===== config.mk =====
export PLATFORM = sky130hd
export DESIGN_NAME = maple_frame_rx
export DESIGN_NICKNAME = d
export VERILOG_FILES = /design/src/rtl/maple_pkg.sv /design/src/rtl/maple_word_fifo.sv /design/src/rtl/maple_frame_rx.sv
export SDC_FILE = /design/constraint.sdc
export NUM_CORES = 1
export LEC_CHECK = 0
export ABC_AREA = 1
export BUFFER_PORTS_ARGS = -buffer_cell sky130_fd_sc_hd__buf_2
export CAP_MARGIN = 20
export CORE_MARGIN = 3
export CORE_UTILIZATION = 40
export DETAILED_ROUTE_END_ITERATION = 7
export PLACE_DENSITY_LB_ADDON = 0.05
export SKIP_LAST_GASP = 1
export SLEW_MARGIN = 20
export SYNTH_ARGS = -nofsm -noshare
export SYNTH_HDL_FRONTEND = slang
export SYNTH_SLANG_ARGS = --single-unit

===== constraint.sdc =====
create_clock -name clk -period 6.2 [get_ports clk]
set_input_delay 0.62 -clock clk [delete_from_list [all_inputs] [get_ports clk]]
set_output_delay 0.62 -clock clk [all_outputs]
set_load 0.02 [all_outputs]

===== src/rtl/maple_pkg.sv =====
// Shared constants for the Maple frame receiver: FSM state encodings, error codes, header size.
package maple_pkg;

   localparam logic [2:0] ST_IDLE     = 3'd0;
   localparam logic [2:0] ST_HDR      = 3'd1;
   localparam logic [2:0] ST_PAYLOAD  = 3'd2;
   localparam logic [2:0] ST_CRC      = 3'd3;
   localparam logic [2:0] ST_WAIT_END = 3'd4;

   // Numeric order doubles as reporting priority: ABORT > LEN > CRC.
   localparam logic [1:0] ERR_NONE  = 2'd0;
   localparam logic [1:0] ERR_CRC   = 2'd1;
   localparam logic [1:0] ERR_LEN   = 2'd2;
   localparam logic [1:0] ERR_ABORT = 2'd3;

   localparam int MAPLE_HDR_BYTES = 4;

endpackage


===== src/rtl/maple_word_fifo.sv =====
// 32-bit synchronous payload FIFO; extra pointer MSB separates full from empty.
module maple_word_fifo #(
   parameter int FIFO_DEPTH = 8
) (
   input  logic        clk,
   input  logic        rst,
   input  logic        push,
   input  logic [31:0] push_data,
   input  logic        pop,
   output logic [31:0] pop_data,
   output logic        full,
   output logic        empty
);
   localparam int AW = $clog2(FIFO_DEPTH);
   localparam logic [AW:0] PTR_ONE = {{AW{1'b0}}, 1'b1};

   logic [AW:0] wr_ptr_q, wr_ptr_d;
   logic [AW:0] rd_ptr_q, rd_ptr_d;
   logic [31:0] mem_q [FIFO_DEPTH];
   logic        push_ok, pop_ok;

   assign empty = (wr_ptr_q == rd_ptr_q);
   assign full  = (wr_ptr_q[AW] != rd_ptr_q[AW]) && (wr_ptr_q[AW-1:0] == rd_ptr_q[AW-1:0]);

   // A pop in the same cycle frees the slot, so a push into a full FIFO is still taken.
   assign pop_ok  = pop && !empty;
   assign push_ok = push && (!full || pop_ok);

   always_comb begin
      wr_ptr_d = wr_ptr_q;
      rd_ptr_d = rd_ptr_q;
      if (push_ok) wr_ptr_d = wr_ptr_q + PTR_ONE;
      if (pop_ok)  rd_ptr_d = rd_ptr_q + PTR_ONE;
   end

   always_ff @(posedge clk or posedge rst) begin
      if (rst) begin
         wr_ptr_q <= '0;
         rd_ptr_q <= '0;
      end else begin
         wr_ptr_q <= wr_ptr_d;
         rd_ptr_q <= rd_ptr_d;
      end
   end

   always_ff @(posedge clk) begin
      if (push_ok) mem_q[wr_ptr_q[AW-1:0]] <= push_data;
   end

   assign pop_data = empty ? 32'd0 : mem_q[rd_ptr_q[AW-1:0]];

endmodule


===== src/rtl/maple_frame_rx.sv =====
// Maple bus frame parser: header, payload words into a FIFO, XOR checksum, per-frame status.
// Optional MAPLE_RX_STATS_EN adds saturating ok/error frame counters.
module maple_frame_rx
   import maple_pkg::*;
#(
   parameter int FIFO_DEPTH = 8
) (
   input  logic        clk,
   input  logic        rst,
   input  logic        start_det,
   input  logic        end_det,
   input  logic [7:0]  byte_data,
   input  logic        byte_valid,
   output logic        hdr_valid,
   output logic [7:0]  hdr_len,
   output logic [7:0]  hdr_src,
   output logic [7:0]  hdr_dst,
   output logic [7:0]  hdr_cmd,
   output logic [31:0] word_data,
   output logic        word_valid,
   input  logic        word_ready,
   output logic        frame_done,
   output logic [1:0]  err_code,
   output logic        overflow
`ifdef MAPLE_RX_STATS_EN
   ,
   output logic [15:0] stat_ok,
   output logic [15:0] stat_err
`endif
);
   logic [2:0]  state_q, state_d, st;
   logic        start_prev_q, start_prev_d, end_prev_q, end_prev_d;
   logic [1:0]  byte_cnt_q, byte_cnt_d;
   logic [7:0]  word_cnt_q, word_cnt_d;
   logic [23:0] sr_q, sr_d;
   logic [7:0]  acc_q, acc_d;
   logic [1:0]  err_lat_q, err_lat_d;
   logic        ovf_q, ovf_d;
   logic        hdr_valid_q, hdr_valid_d;
   logic [7:0]  len_q, len_d, src_q, src_d, dst_q, dst_d, cmd_q, cmd_d;
   logic        done_q, done_d;
   logic [1:0]  err_code_q, err_code_d;
   logic        start_edge, end_edge, push, pop, fifo_full, fifo_empty;
   logic [31:0] byte_word;

   assign start_edge = start_det && !start_prev_q;
   assign end_edge   = end_det && !end_prev_q;
   assign byte_word  = {sr_q, byte_data};
   assign pop        = word_ready && !fifo_empty;

   always_comb begin
      state_d      = state_q;
      st           = state_q;
      start_prev_d = start_det;
      end_prev_d   = end_det;
      byte_cnt_d   = byte_cnt_q;
      word_cnt_d   = word_cnt_q;
      sr_d         = sr_q;
      acc_d        = acc_q;
      err_lat_d    = err_lat_q;
      ovf_d        = ovf_q;
      hdr_valid_d  = 1'b0;
      len_d        = len_q;
      src_d        = src_q;
      dst_d        = dst_q;
      cmd_d        = cmd_q;
      done_d       = 1'b0;
      err_code_d   = err_code_q;
      push         = 1'b0;

      if (start_edge) begin
         // A new start always wins: close any open frame as aborted and restart parsing.
         if (state_q != ST_IDLE) begin
            done_d     = 1'b1;
            err_code_d = ERR_ABORT;
         end
         state_d    = ST_HDR;
         byte_cnt_d = '0;
         word_cnt_d = '0;
         acc_d      = '0;
         err_lat_d  = ERR_NONE;
         ovf_d      = 1'b0;
      end else begin
         if (byte_valid) begin
            case (state_q)
               ST_HDR, ST_PAYLOAD: begin
                  acc_d      = acc_q ^ byte_data;
                  sr_d       = byte_word[23:0];
                  byte_cnt_d = byte_cnt_q + 2'd1;
                  if (byte_cnt_q == 2'(MAPLE_HDR_BYTES - 1)) begin
                     if (state_q == ST_HDR) begin
                        {len_d, src_d, dst_d, cmd_d} = byte_word;
                        hdr_valid_d = 1'b1;
                        word_cnt_d  = '0;
                        st          = (byte_word[31:24] == 8'd0) ? ST_CRC : ST_PAYLOAD;
                     end else begin
                        push       = 1'b1;
                        word_cnt_d = word_cnt_q + 8'd1;
                        if (word_cnt_q + 8'd1 == len_q) st = ST_CRC;
                     end
                  end
               end
               ST_CRC: begin
                  if (byte_data != acc_q) err_lat_d = ERR_CRC;
                  st = ST_WAIT_END;
               end
               ST_WAIT_END: err_lat_d = ERR_LEN;
               default: ;
            endcase
         end
         state_d = st;
         if (push && fifo_full && !pop) ovf_d = 1'b1;

         // End is evaluated against the state after this cycle's byte.
         if (end_edge && st != ST_IDLE) begin
            done_d     = 1'b1;
            err_code_d = (st == ST_WAIT_END) ? err_lat_d : ERR_LEN;
            state_d    = ST_IDLE;
         end
      end
   end

   always_ff @(posedge clk or posedge rst) begin
      if (rst) begin
         state_q      <= ST_IDLE;
         start_prev_q <= 1'b0;
         end_prev_q   <= 1'b0;
         byte_cnt_q   <= '0;
         word_cnt_q   <= '0;
         sr_q         <= '0;
         acc_q        <= '0;
         err_lat_q    <= ERR_NONE;
         ovf_q        <= 1'b0;
         hdr_valid_q  <= 1'b0;
         len_q        <= '0;
         src_q        <= '0;
         dst_q        <= '0;
         cmd_q        <= '0;
         done_q       <= 1'b0;
         err_code_q   <= ERR_NONE;
      end else begin
         state_q      <= state_d;
         start_prev_q <= start_prev_d;
         end_prev_q   <= end_prev_d;
         byte_cnt_q   <= byte_cnt_d;
         word_cnt_q   <= word_cnt_d;
         sr_q         <= sr_d;
         acc_q        <= acc_d;
         err_lat_q    <= err_lat_d;
         ovf_q        <= ovf_d;
         hdr_valid_q  <= hdr_valid_d;
         len_q        <= len_d;
         src_q        <= src_d;
         dst_q        <= dst_d;
         cmd_q        <= cmd_d;
         done_q       <= done_d;
         err_code_q   <= err_code_d;
      end
   end

   maple_word_fifo #(.FIFO_DEPTH(FIFO_DEPTH)) u_fifo (
      .clk       (clk),
      .rst       (rst),
      .push      (push),
      .push_data (byte_word),
      .pop       (pop),
      .pop_data  (word_data),
      .full      (fifo_full),
      .empty     (fifo_empty)
   );

   assign word_valid = !fifo_empty;
   assign hdr_valid  = hdr_valid_q;
   assign hdr_len    = len_q;
   assign hdr_src    = src_q;
   assign hdr_dst    = dst_q;
   assign hdr_cmd    = cmd_q;
   assign frame_done = done_q;
   assign err_code   = err_code_q;
   assign overflow   = ovf_q;

`ifdef MAPLE_RX_STATS_EN
   logic [15:0] stat_ok_q, stat_ok_d, stat_err_q, stat_err_d;

   always_comb begin
      stat_ok_d  = stat_ok_q;
      stat_err_d = stat_err_q;
      if (done_q) begin
         if (err_code_q == ERR_NONE) begin
            if (stat_ok_q != 16'hFFFF) stat_ok_d = stat_ok_q + 16'd1;
         end else begin
            if (stat_err_q != 16'hFFFF) stat_err_d = stat_err_q + 16'd1;
         end
      end
   end

   always_ff @(posedge clk or posedge rst) begin
      if (rst) begin
         stat_ok_q  <= '0;
         stat_err_q <= '0;
      end else begin
         stat_ok_q  <= stat_ok_d;
         stat_err_q <= stat_err_d;
      end
   end

   assign stat_ok  = stat_ok_q;
   assign stat_err = stat_err_q;
`endif

endmodule


Word level (Yosys, flattened, before mapping)
Memories as Yosys holds them, arrays and structs flattened.
Cells that the tools add are included.

storage, ports and cells
  register bits = 94
  latch bits = 0
  memory bits (writable) = 256
  memory bits (read-only) = 0
  word-level logic and storage cells = 113
  memories kept = 1

operators by class
  add/subtract/negate cells = 4
  $mul = 0
  divide/modulo/power cells = 0
  magnitude comparators = 0
  eq/ne operators = 12
  shift-type cells = 0
  muxes and demuxes = 47
  bitwise operators = 2
  reduce and logical (&&, ||, !) cells = 29

memories
  name          words  width  rd ports  clocked after Yosys merged registers in  wr ports  RTL line               source
  u_fifo.mem_q  8      32     1         0                                        1         maple_word_fifo.sv:19  logic [31:0] mem_q [FIFO_DEPTH];

operators by type and width
  kind                                                              count
  8-bit 2-to-1 mux                                                  8
  32-bit 2-to-1 mux                                                 1
  3-bit 2-to-1 mux                                                  7
  2-bit 2-to-1 mux                                                  10
  1-bit 2-to-1 mux                                                  19
  2-bit nonzero test                                                5
  1-bit logical AND                                                 9
  4-bit by 1-bit adder with 4-bit output (second input constant)    2
  8-bit by 1-bit adder with 8-bit output (second input constant)    1
  8-bit == test                                                     1
  8-bit zero test                                                   1
  8-bit inequality test                                             1
  8-bit XOR                                                         1
  3-bit by 2-bit == test with 1-bit output (second input constant)  2
  3-bit == test (second input constant)                             2
  3-bit case mux with 2 select lines                                1
  3-bit AND reduction                                               2
  3-bit nonzero test                                                2
  1-bit zero test                                                   5
  5-bit AND reduction                                               1
  4-bit == test                                                     1
  2-bit case mux with 2 select lines                                1
  2-bit AND reduction                                               2
  3-bit by 1-bit == test with 1-bit output (second input constant)  1
  other kinds (8)                                                   8

Longest topological paths before layout
Gate-level depths: netlist (run 1).

  depth in word-level cells = 12
  depth in mapped cells = 16
  depth with buffers taken out = 16

Cells and area by module
A second synthesis (run 1) with hierarchy kept.

unflattened totals
  cell total of the unflattened synthesis = 1267
  area total of the unflattened synthesis = 14338.8 um^2

modules (own cells, without submodules)
  module           times used  cells an instance  area each (um^2)
  maple_word_fifo  1           839                10575.1
  maple_frame_rx   1           428                3763.6

Least setup slack after synthesis (run 1)
No wires, ideal clock.

  kind = input port to flip-flop
  start point = in byte_valid
  end point = mem u_fifo.mem_q[3][0], enable pin
  library setup time = 0.461 ns
  arrival time = 3.615 ns
  data required time = 5.739 ns
  slack = 2.124 ns
  stages on the path = 8
  cells stage by stage = inv_1 -> nor2_4 -> nand2_2 -> nor3_4 -> nand2_2 -> inv_2 -> nand2_4 -> nor3_1

between the ends
  cells in the longest elaborated chain, start to end = 6

RTL lines
  what                                    RTL line               source
  from (decl)                             maple_frame_rx.sv:13   input logic byte_valid,
  1-bit 2-to-1 mux                        maple_frame_rx.sv:84   if (byte_valid) begin
  1-bit 2-to-1 mux (2 in a row)           maple_frame_rx.sv:71   if (start_edge) begin
  1-bit logical AND                       maple_word_fifo.sv:27  assign push_ok = push && (!full || pop_ok);
  1-bit 2-to-1 mux                        maple_word_fifo.sv:47  if (push_ok) mem_q[wr_ptr_q[AW-1:0]] <= push_data;
  1-bit 2-to-1 mux (not written as such)  maple_word_fifo.sv:47
  to (decl)                               maple_word_fifo.sv:19

Every way passes these cells. The select of a mux whose other input is x is not followed.

Worst setup path in the final report (run 1)
  start point = reg u_fifo.rd_ptr_q[0]
  end point = out word_data[20]

between the ends
  cells in the longest elaborated chain, start to end = 2
  elaborated cells on any way between the ends = 3

RTL lines
  what                                                       RTL line               source
  from (decl)                                                maple_word_fifo.sv:18  logic [AW:0] rd_ptr_q, rd_ptr_d;
  from (signal assigned)                                     maple_word_fifo.sv:42  rd_ptr_q <= rd_ptr_d;
  memory 8 x 32 bit / 4-bit == test (equally long branches)  --
  32-bit 2-to-1 mux *                                        maple_word_fifo.sv:50  assign pop_data = empty ? 32'd0 : mem_q[rd_ptr_q[AW-1:0]];
  to (decl)                                                  maple_frame_rx.sv:19   output logic [31:0] word_data,

Every way passes the cells marked *; elsewhere a longest branch is shown, timed or not.

==> PnR_summary.wiki, run 1 <==
{| class="wikitable"
! Metric !! Value
|-
| Post-synthesis sequential element count || 350
|-
| Final Hold Viols || 0
|-
| Path type of the worst setup path || reg2out
|-
| Routed Antenna Nets || 0
|-
| Final Wtd Congestion || 0.799
|-
| Max frequency || 241 MHz
|-
| Worst slew slack as a fraction of its limit || 38.1%
|-
| Worst reg2reg startpoint || u_fifo.rd_ptr_q[0]$_DFFE_PP0P_
|-
| FF-to-FF End || u_fifo.mem_q[3][26]$_DFFE_PP_
|-
| CP startpoint || u_fifo.rd_ptr_q[0]$_DFFE_PP0P_
|-
| Setup ws final || 2040 ps
|-
| Worst hold path class || in2async
|-
| Final WL || 35,700 µm
|-
| Synthesized area per cell || 11.7 µm²
|-
| Worst hold margin || 86.4 ps
|-
| Area added between synthesis and finish || 15.5%
|-
| Required time of the critical path || 5580 ps
|-
| Number of buffers added on ports || 83
|-
| Overall routing resource usage || 18.8%
|-
| Area of the core region || 34,600 µm²
|-
| Capture point of the critical path || word_data[20]
|-
| Final setup viols || 0
|-
| Synthesized netlist net count || 1,222
|-
| Die outline area || 37,400 µm²
|-
| Vias in the first global route || 9,241
|-
| Logic depth of the worst register-to-register path || 11
|-
| Cell with the largest stage delay on the worst path || sky130_fd_sc_hd__dfrtp_4
|-
| Antenna violations before repair || 1
|-
| Fraction of layout cells with a size suffix above 1 || 15.0%
|-
| Initial Util || 40.6%
|-
| Number of gates resized after CTS || 0
|-
| Library cell appearing most often on the critical path || sky130_fd_sc_hd__o21ai_0
|-
| Setup TNS || 0 ps
|-
| Max Clock Skew || 16.4 ps
|-
| DR DRC count || 0
|-
| Number of vias per cell after detailed routing || 5.20
|-
| Number of synthesized flops with an enable pin || 256
|-
| Cells after synthesis || 1,204
|-
| Cells after DPL || 1,697
|-
| Largest net degree at the start of global routing || 75
|-
| Final Cycle Share || 67.0%
|-
| Setup repair after global routing missed its margin || false
|-
| H-tree Lvls || 2
|-
| Slew at the pin with the worst max-slew slack || 923 ps
|-
| Sink count of the clock tree || 350
|-
| Met3 routed wirelength || 1370 µm
|-
| CTS Buffer Depth || 3
|-
| Overall die width || 193 µm
|-
| Filler-free cell count of the finished design || 1,766
|-
| Crit end category || output pin
|-
| Clock buffers created by TritonCTS || 39
|-
| Placed wire-length estimate || 20,600 µm
|-
| DR WL/cell || 20.2 µm
|-
| Total I/O pin count || 84
|-
| Setup slack of the most critical reg-to-reg path || 2700 ps
|-
| First-pass iteration count of the detailed router || 4
|-
| Vertical extent of the die || 193 µm
|-
| Leakage power figure || 0.00603 µW
|-
| Highest ir drop seen on vdd || 0.000216 V
|-
| Highest layer used for signal routing || met4
|-
| Top_reg_cell synth || sky130_fd_sc_hd__edfxtp_1
|-
| Crit-path max FO || 74
|-
| Worst Setup Start Kind || flop
|-
| Row count || 68
|-
| GRT Residual Overflow || 0
|-
| Hold-fix buffers, CTS || 0
|-
| TritonCTS clock tree || built
|-
| Delay of the slowest cell on the worst path || 980 ps
|-
| Number of post-CTS setup repair buffers || 0
|-
| Warning count from the yosys run || 0
|-
| Placement-stage worst setup slack || 2560 ps
|-
| Async S/R FF share, synth || 26.9%
|-
| Time the final worst path needs with I/O delays and setup || 4160 ps
|-
| Arrival time of the worst setup path || 3540 ps
|-
| Clock slew at the register clock pins of the worst setup and hold paths || 60 ps
|-
| Vias after detailed routing || 9,184
|-
| Nets@finish || 1,302
|-
| Global-route wire length before repair || 55,400 µm
|-
| Cell Chain, Critical Path || clkinv_2 -> buf_4 -> o21ai_0 -> o22ai_1 -> o21ai_0 -> a31oi_1 -> buf_2
|-
| Wl on met1 || 17,100 µm
|-
| Sequential share of the synthesized area || 71.4%
|-
| Cell area after technology mapping || 14,100 µm²
|-
| Total power divided by cell area || 447 nW/µm²
|-
| Status || finished clean
|-
| Cell at the root of the clock tree || sky130_fd_sc_hd__clkbuf_16
|-
| Clock insertion delay at the later pin of the skew report || 520 ps
|-
| DR WL met2 || 16,500 µm
|-
| N_diodes || 0
|-
| Number of max-slew violations in the final report || 0
|-
| Synth cell types || 38
|-
| Maxcap violations || 0
|-
| Number of violations reported at the end of detailed-routing iteration 0 || 704
|}
[metal layers]
layer / global-route usage (%) / vias to the layer above
li1: - / 4391
met5: 0 / -
met3: 2.80 / 48
met4: 4.61 / 0
met1: 27.6 / 4559
met2: 29.9 / 186
[per-stage QoR]
step	utilization (%)	total power, µW	area [µm²]
6_report	46.9	7250	16200
5_1_grt	46.9	7670	16200
4_1_cts	46.8	7350	16200
3_5_place_dp	43.3	5120	15000
3_3_place_gp	43.3	5110	15000
2_1_floorplan	-	4320	14100
[synth_stat cells, types with 9 or more instances]
| master | number | share of area [%] |
|---|---|---|
| sky130_fd_sc_hd__o21ai_0 | 213 | 7.6 |
| sky130_fd_sc_hd__xnor2_1 | 12 | 0.75 |
| sky130_fd_sc_hd__o22ai_1 | 34 | 1.5 |
| sky130_fd_sc_hd__a21oi_1 | 20 | 0.71 |
| sky130_fd_sc_hd__nor2_1 | 237 | 6.3 |
| sky130_fd_sc_hd__edfxtp_1 | 256 | 55 |
| sky130_fd_sc_hd__nand2_1 | 111 | 3.0 |
| sky130_fd_sc_hd__nand3_1 | 25 | 0.89 |
| sky130_fd_sc_hd__clkbuf_1 | 53 | 1.4 |
| sky130_fd_sc_hd__a31oi_1 | 34 | 1.5 |
| sky130_fd_sc_hd__inv_1 | 55 | 1.5 |
| sky130_fd_sc_hd__dfrtp_1 | 94 | 17 |
| sky130_fd_sc_hd__mux2_2 | 9 | 0.72 |
[cell type report]
type                    count  area (µm²)
inverters                  59         226
clock inverters            20         154
fillers                  3202       18400
repair buffers            102         571
multi-input cells         732        3600
well taps                 455         569
clock buffers              48        1070
flip-flops and latches    350       10000
[power by group]
group / internal [µW] / switching [µW] / total, µW
clock network: 1310 / 908 / 2220
logic: 620 / 1360 / 1980
registers: 2730 / 327 / 3060
total: 4660 / 2590 / 7250
[logic make-up after synthesis]
family | after synthesis | synth area share [%]
muxes | 9 | 0.721
DFF | 350 | 71.4
AOI/OAI and AO/OA | 305 | 11.5
and+or+nand+nor | 396 | 11.4
adders and majority gates | 4 | 0.356
buffers and inverters | 122 | 3.35
xor gates and xnor gates | 18 | 1.18
[how the worst min path moves through the flow]
stage / from / endpoint / cells after the start
after floorplan: u_fifo.rd_ptr_q[3]$_DFFE_PP0P_ / u_fifo.rd_ptr_q[3]$_DFFE_PP0P_ / 1
after global placement: err_code[1]$_DFFE_PP0P_ / err_code[1]$_DFFE_PP0P_ / 2
after detailed placement: err_code[1]$_DFFE_PP0P_ / err_code[1]$_DFFE_PP0P_ / 2
after CTS: rst / sr_q[17]$_DFFE_PP0P_ / 2
after global routing: rst / hdr_dst[3]$_DFFE_PP0P_ / 2
final: rst / hdr_dst[0]$_DFFE_PP0P_ / 2
[cell usage in the layout (no fill, tap or decap), types with 9 or more instances in the layout]
cell	count
sky130_fd_sc_hd__a21oi_1	20
sky130_fd_sc_hd__a31oi_1	34
sky130_fd_sc_hd__buf_2	83
sky130_fd_sc_hd__buf_4	18
sky130_fd_sc_hd__clkbuf_16	42
sky130_fd_sc_hd__clkinv_1	9
sky130_fd_sc_hd__clkinv_2	9
sky130_fd_sc_hd__dfrtp_1	92
sky130_fd_sc_hd__edfxtp_1	256
sky130_fd_sc_hd__inv_1	51
sky130_fd_sc_hd__mux2_2	9
sky130_fd_sc_hd__nand2_1	111
sky130_fd_sc_hd__nand3_1	25
sky130_fd_sc_hd__nor2_1	232
sky130_fd_sc_hd__o21ai_0	213
sky130_fd_sc_hd__o22ai_1	34
sky130_fd_sc_hd__xnor2_1	12
[registers in the layout (all words and copies together), names as in the netlist, 2 cells and up]
| name | count |
|---|---|
| u_fifo.mem_q | 256 |
| sr_q | 24 |
| acc_q | 8 |
| hdr_cmd | 8 |
| hdr_dst | 8 |
| hdr_len | 8 |
| hdr_src | 8 |
| word_cnt_q | 8 |
| u_fifo.rd_ptr_q | 4 |
| u_fifo.wr_ptr_q | 4 |
| state_q | 3 |
| byte_cnt_q | 2 |
| err_code | 2 |
| err_lat_q | 2 |
[critical path, delay by kind of cell (launching register included)]
kind                   cells  cell delay [ps]
buffers and inverters      3             1400
AOI/OAI and AO/OA          4              590
DFF                        1              980
Power figures use the tool's default switching activity.
==> run 2: changes to the inputs <==
--- a/config.mk
+++ b/config.mk
@@ -5,7 +5,7 @@
 export SDC_FILE = /design/constraint.sdc
 export NUM_CORES = 1
 export LEC_CHECK = 0
-export ABC_AREA = 1
+export ABC_AREA = 0
 export BUFFER_PORTS_ARGS = -buffer_cell sky130_fd_sc_hd__buf_2
 export CAP_MARGIN = 20
 export CORE_MARGIN = 3
==> constraint.sdc (replaced) <==
create_clock -name clk -period 3.5 [get_ports clk]
set_input_delay 0.35 -clock clk [delete_from_list [all_inputs] [get_ports clk]]
set_output_delay 0.35 -clock clk [all_outputs]
set_load 0.02 [all_outputs]
==> run 2 against run 1 <==
  * Wire length is 11% lower
  * Sequential share of layout area is 0.13 points lower
  * Clock power is 79% higher
  * Global-route usage is 1.3 points lower
  * Sequential power is 89% higher
  * Die area is 0.68% lower
  * Register-to-register slack worse by 1900 ps
  * Clock skew hardly changed
  * Largest cell class unchanged
  * Clock-buffer cell count is 3 higher
  * Final cell count is 20% lower
  * Combinational power is 88% higher
==> PnR_summary.wiki, run 2 <==
{| class="wikitable"
! Metric !! Value
|-
| Status || finished clean (unchanged)
|-
| Maxcap violations || 0 (unchanged)
|-
| Cells after synthesis || 816 (was 1,204)
|-
| Area contributors post-synth || sky130_fd_sc_hd__edfxtp_1 55%, sky130_fd_sc_hd__dfrtp_1 17%, sky130_fd_sc_hd__mux4_2 10% (was sky130_fd_sc_hd__edfxtp_1 55%, sky130_fd_sc_hd__dfrtp_1 17%, sky130_fd_sc_hd__o21ai_0 7.6%)
|-
| Die outline area || 37,200 µm² (was 37,400 µm²)
|-
| Overall routing resource usage || 17.5% (was 18.8%)
|-
| DR WL/cell || 22.5 µm (was 20.2 µm)
|-
| Final Cycle Share || 86.4%
|-
| Commonest cells after routing, fill and taps aside || 256 x sky130_fd_sc_hd__edfxtp_1, 113 x sky130_fd_sc_hd__nand2_1, 91 x sky130_fd_sc_hd__dfrtp_1 (was 256 x sky130_fd_sc_hd__edfxtp_1, 232 x sky130_fd_sc_hd__nor2_1, 213 x sky130_fd_sc_hd__o21ai_0)
|-
| Worst Setup Start Kind || flop (unchanged)
|-
| Number of flip-flops in the largest register || 256 (unchanged)
|-
| Clock slew at the register clock pins of the worst setup and hold paths || 60 ps (about the same)
|-
| Path type of the worst setup path || reg2out (unchanged)
|-
| Required time of the critical path || 3150 ps (was 5580 ps)
|-
| Final WL || 31,600 µm (was 35,700 µm)
|-
| DR DRC count || 0 (unchanged)
|-
| Synth cell types || 54 (was 38)
|-
| Time the final worst path needs with I/O delays and setup || 3020 ps
|-
| Worst slew slack as a fraction of its limit || 29.3% (was 38.1%)
|-
| Routed Antenna Nets || 0 (unchanged)
|-
| Area of the core region || 34,000 µm² (was 34,600 µm²)
|-
| Global-route wire length before repair || 48,500 µm (was 55,400 µm)
|-
| Vias in the first global route || 7,877 (was 9,241)
|-
| Top_reg_cell synth || sky130_fd_sc_hd__edfxtp_1 (unchanged)
|-
| Clock insertion delay at the later pin of the skew report || 520 ps (about the same)
|-
| Leakage power figure || 0.00614 µW (was 0.00603 µW)
|-
| Cell area after technology mapping || 14,000 µm² (was 14,100 µm²)
|-
| Cell with the largest stage delay on the worst path || sky130_fd_sc_hd__buf_4 (was sky130_fd_sc_hd__dfrtp_4)
|-
| Total power divided by cell area || 829 nW/µm² (was 447 nW/µm²)
|-
| Placed wire-length estimate || 18,900 µm (was 20,600 µm)
|-
| Slew at the pin with the worst max-slew slack || 1060 ps (was 923 ps)
|-
| Nets@finish || 944 (was 1,302)
|-
| Highest ir drop seen on vdd || 0.000393 V (was 0.000216 V)
|-
| Number of post-CTS setup repair buffers || 0 (unchanged)
|-
| Synthesized netlist net count || 834 (was 1,222)
|-
| Async S/R FF share, synth || 26.9% (unchanged)
|-
| Number of buffers added on ports || 83 (unchanged)
|-
| N_diodes || 0 (unchanged)
|-
| Clock buffers created by TritonCTS || 38 (was 39)
|-
| Total I/O pin count || 84 (unchanged)
|-
| Core Util, Final || 47.9% (was 46.9%)
|-
| Max frequency || 331 MHz
|-
| Filler-free cell count of the finished design || 1,404 (was 1,766)
|-
| Setup repair after global routing missed its margin || false (unchanged)
|-
| Flip-flop and latch area || 10,000 µm² (about the same)
|-
| Number of violations reported at the end of detailed-routing iteration 0 || 437 (was 704)
|-
| GRT Residual Overflow || 0 (unchanged)
|-
| Filler Cells Inserted || 2,900 (was 3,202)
|-
| Delay of the slowest cell on the worst path || 810 ps (was 980 ps)
|-
| Sink count of the clock tree || 350 (unchanged)
|-
| First-pass iteration count of the detailed router || 4 (unchanged)
|-
| Crit-path max FO || 67 (was 74)
|-
| Number of vias per cell after detailed routing || 5.22 (was 5.20)
|-
| Row count || 67 (was 68)
|-
| Number of synthesized flops with an enable pin || 256 (unchanged)
|-
| Final Wtd Congestion || 0.768 (was 0.799)
|-
| Number of max-slew violations in the final report || 0 (unchanged)
|-
| Most instantiated cells after synthesis || 256 x sky130_fd_sc_hd__edfxtp_1, 113 x sky130_fd_sc_hd__nand2_1, 94 x sky130_fd_sc_hd__dfrtp_1 (was 256 x sky130_fd_sc_hd__edfxtp_1, 237 x sky130_fd_sc_hd__nor2_1, 213 x sky130_fd_sc_hd__o21ai_0)
|-
| Biggest area consumer among synthesized cells || sky130_fd_sc_hd__edfxtp_1 (unchanged)
|-
| Antenna violations before repair || 0 (was 1)
|-
| Most common cell after layout, fill and taps aside || sky130_fd_sc_hd__edfxtp_1 (unchanged)
|-
| Largest net degree at the start of global routing || 72 (was 75)
|-
| Cell with the most instances after synthesis || sky130_fd_sc_hd__edfxtp_1 (unchanged)
|-
| Overall die width || 193 µm (about the same)
|-
| Synthesized area per cell || 17.1 µm² (was 11.7 µm²)
|-
| Crit end category || output pin (unchanged)
|-
| Post-synthesis sequential element count || 350 (unchanged)
|-
| Number of gates resized after CTS || 0 (unchanged)
|-
| Sequential share of the synthesized area || 71.9% (was 71.4%)
|-
| Worst hold path class || in2async (unchanged)
|-
| Final setup viols || 0 (unchanged)
|-
| Warning count from the yosys run || 0 (unchanged)
|-
| Footprint of the multi-input gates || 3730 µm² (was 3600 µm²)
|-
| H-tree Lvls || 2 (unchanged)
|-
| Max Clock Skew || 16.3 ps (was 16.4 ps)
|-
| Cell at the root of the clock tree || sky130_fd_sc_hd__clkbuf_16 (unchanged)
|-
| Final Hold Viols || 0 (unchanged)
|-
| TritonCTS clock tree || built (unchanged)
|-
| Cell Chain, Critical Path || buf_4 -> mux4_2 -> mux2i_1 -> nor2_1 -> buf_2 (was clkinv_2 -> buf_4 -> o21ai_0 -> o22ai_1 -> o21ai_0 -> a31oi_1 -> buf_2)
|-
| CTS Buffer Depth || 3 (unchanged)
|-
| Initial Util || 41.1% (was 40.6%)
|-
| Vias after detailed routing || 7,329 (was 9,184)
|-
| Cells after DPL || 1,332 (was 1,697)
|-
| Hold-fix buffers, CTS || 2 (was 0)
|-
| Area added between synthesis and finish || 16.6% (was 15.5%)
|-
| Proportion of netlist area held by the largest area contributor || 55.1% (was 54.7%)
|-
| Arrival time of the worst setup path || 2670 ps (was 3540 ps)
|-
| Fraction of layout cells with a size suffix above 1 || 29.0% (was 15.0%)
|-
| Vertical extent of the die || 193 µm (about the same)
|}
[run 2: cell types whose count changed after synthesis, moves of 33 or more]
cell / previous run / this run
sky130_fd_sc_hd__inv_1: 55 / 6
sky130_fd_sc_hd__o22ai_1: 34 / 1
sky130_fd_sc_hd__mux2i_1: 0 / 33
sky130_fd_sc_hd__nor2_1: 237 / 55
sky130_fd_sc_hd__mux4_2: 0 / 64
sky130_fd_sc_hd__clkbuf_1: 53 / 13
sky130_fd_sc_hd__o21ai_0: 213 / 11
[run 2: cell type report]
| cell class | count | share of cell area [%] |
|---|---|---|
| repair buffers | 111 | 4.03 |
| clock inverters | 19 | 1.18 |
| flip-flops and latches | 350 | 61.7 |
| clock buffers | 51 | 6.51 |
| well taps | 448 | 3.44 |
| multi-input cells | 418 | 22.9 |
| inverters | 7 | 0.177 |
[run 2: cell families (layout without fill, tap and decap cells)]
| kind of cell | Yosys count | in the layout | synth area share, % |
|---|---|---|---|
| AO/OA/AOI/OAI | 39 | 39 | 2.07 |
| XOR/XNOR | 38 | 38 | 2.38 |
| adder cells (fa/ha/maj) | 4 | 4 | 0.359 |
| buffers and inverters | 48 | 188 | 1.63 |
| flip-flops | 350 | 350 | 71.9 |
| multiplexers | 123 | 123 | 14.8 |
| AND/OR/NAND/NOR | 214 | 214 | 6.83 |
[run 2: worst paths after layout]
kind	from	endpoint	slack (ps)	cells past startpoint
hold / removal	rst	hdr_cmd[3]$_DFFE_PP0P_	40	2
max in group asynchronous	rst	u_fifo.rd_ptr_q[0]$_DFFE_PP0P_	2680	3
setup reg to reg	u_fifo.wr_ptr_q[1]$_DFFE_PP0P_	u_fifo.mem_q[1][15]$_DFFE_PP_	790	6
min in group clk	word_ready	u_fifo.rd_ptr_q[2]$_DFFE_PP0P_	150	3
hold reg to reg	hdr_src[4]$_DFFE_PP0P_	hdr_src[4]$_DFFE_PP0P_	470	2
setup / recovery	u_fifo.rd_ptr_q[1]$_DFFE_PP0P_	word_data[14]	480	5
[run 2: where the power goes]
part,internal (µW),leakage (µW),switching [µW]
clock,2360,0.000623,1610
sequential,5130,0.00350,657
combinational,1570,0.00202,2150
[run 2: worst max-delay path, delay by kind of cell (launching register included)]
kind                   cells  cell delay, ps
AND/OR/NAND/NOR            1              90
flip-flops                 1             360
buffers and inverters      2             980
multiplexers               2             700
[run 2: stage by stage]
step	total power, µW	hold slack (ps)	TNS (ps)	setup WS (ps)	instance area [µm²]
floorplan	8300	381	-85580	-765	14000
global placement	9650	453	0	873	15000
detailed placement	9700	461	0	803	15000
CTS	13700	87.1	0	373	16300
global route	14200	138	0	348	16300
finish	13500	42.3	0	475	16300
[run 2: per-layer routing]
layer	vias up	part of all wire [%]	global-route usage, %
li1	3299	-	-
met1	3840	45	24.2
met2	149	49	29.5
met3	41	4.6	2.80
met4	0	1.5	3.81
met5	-	0	0
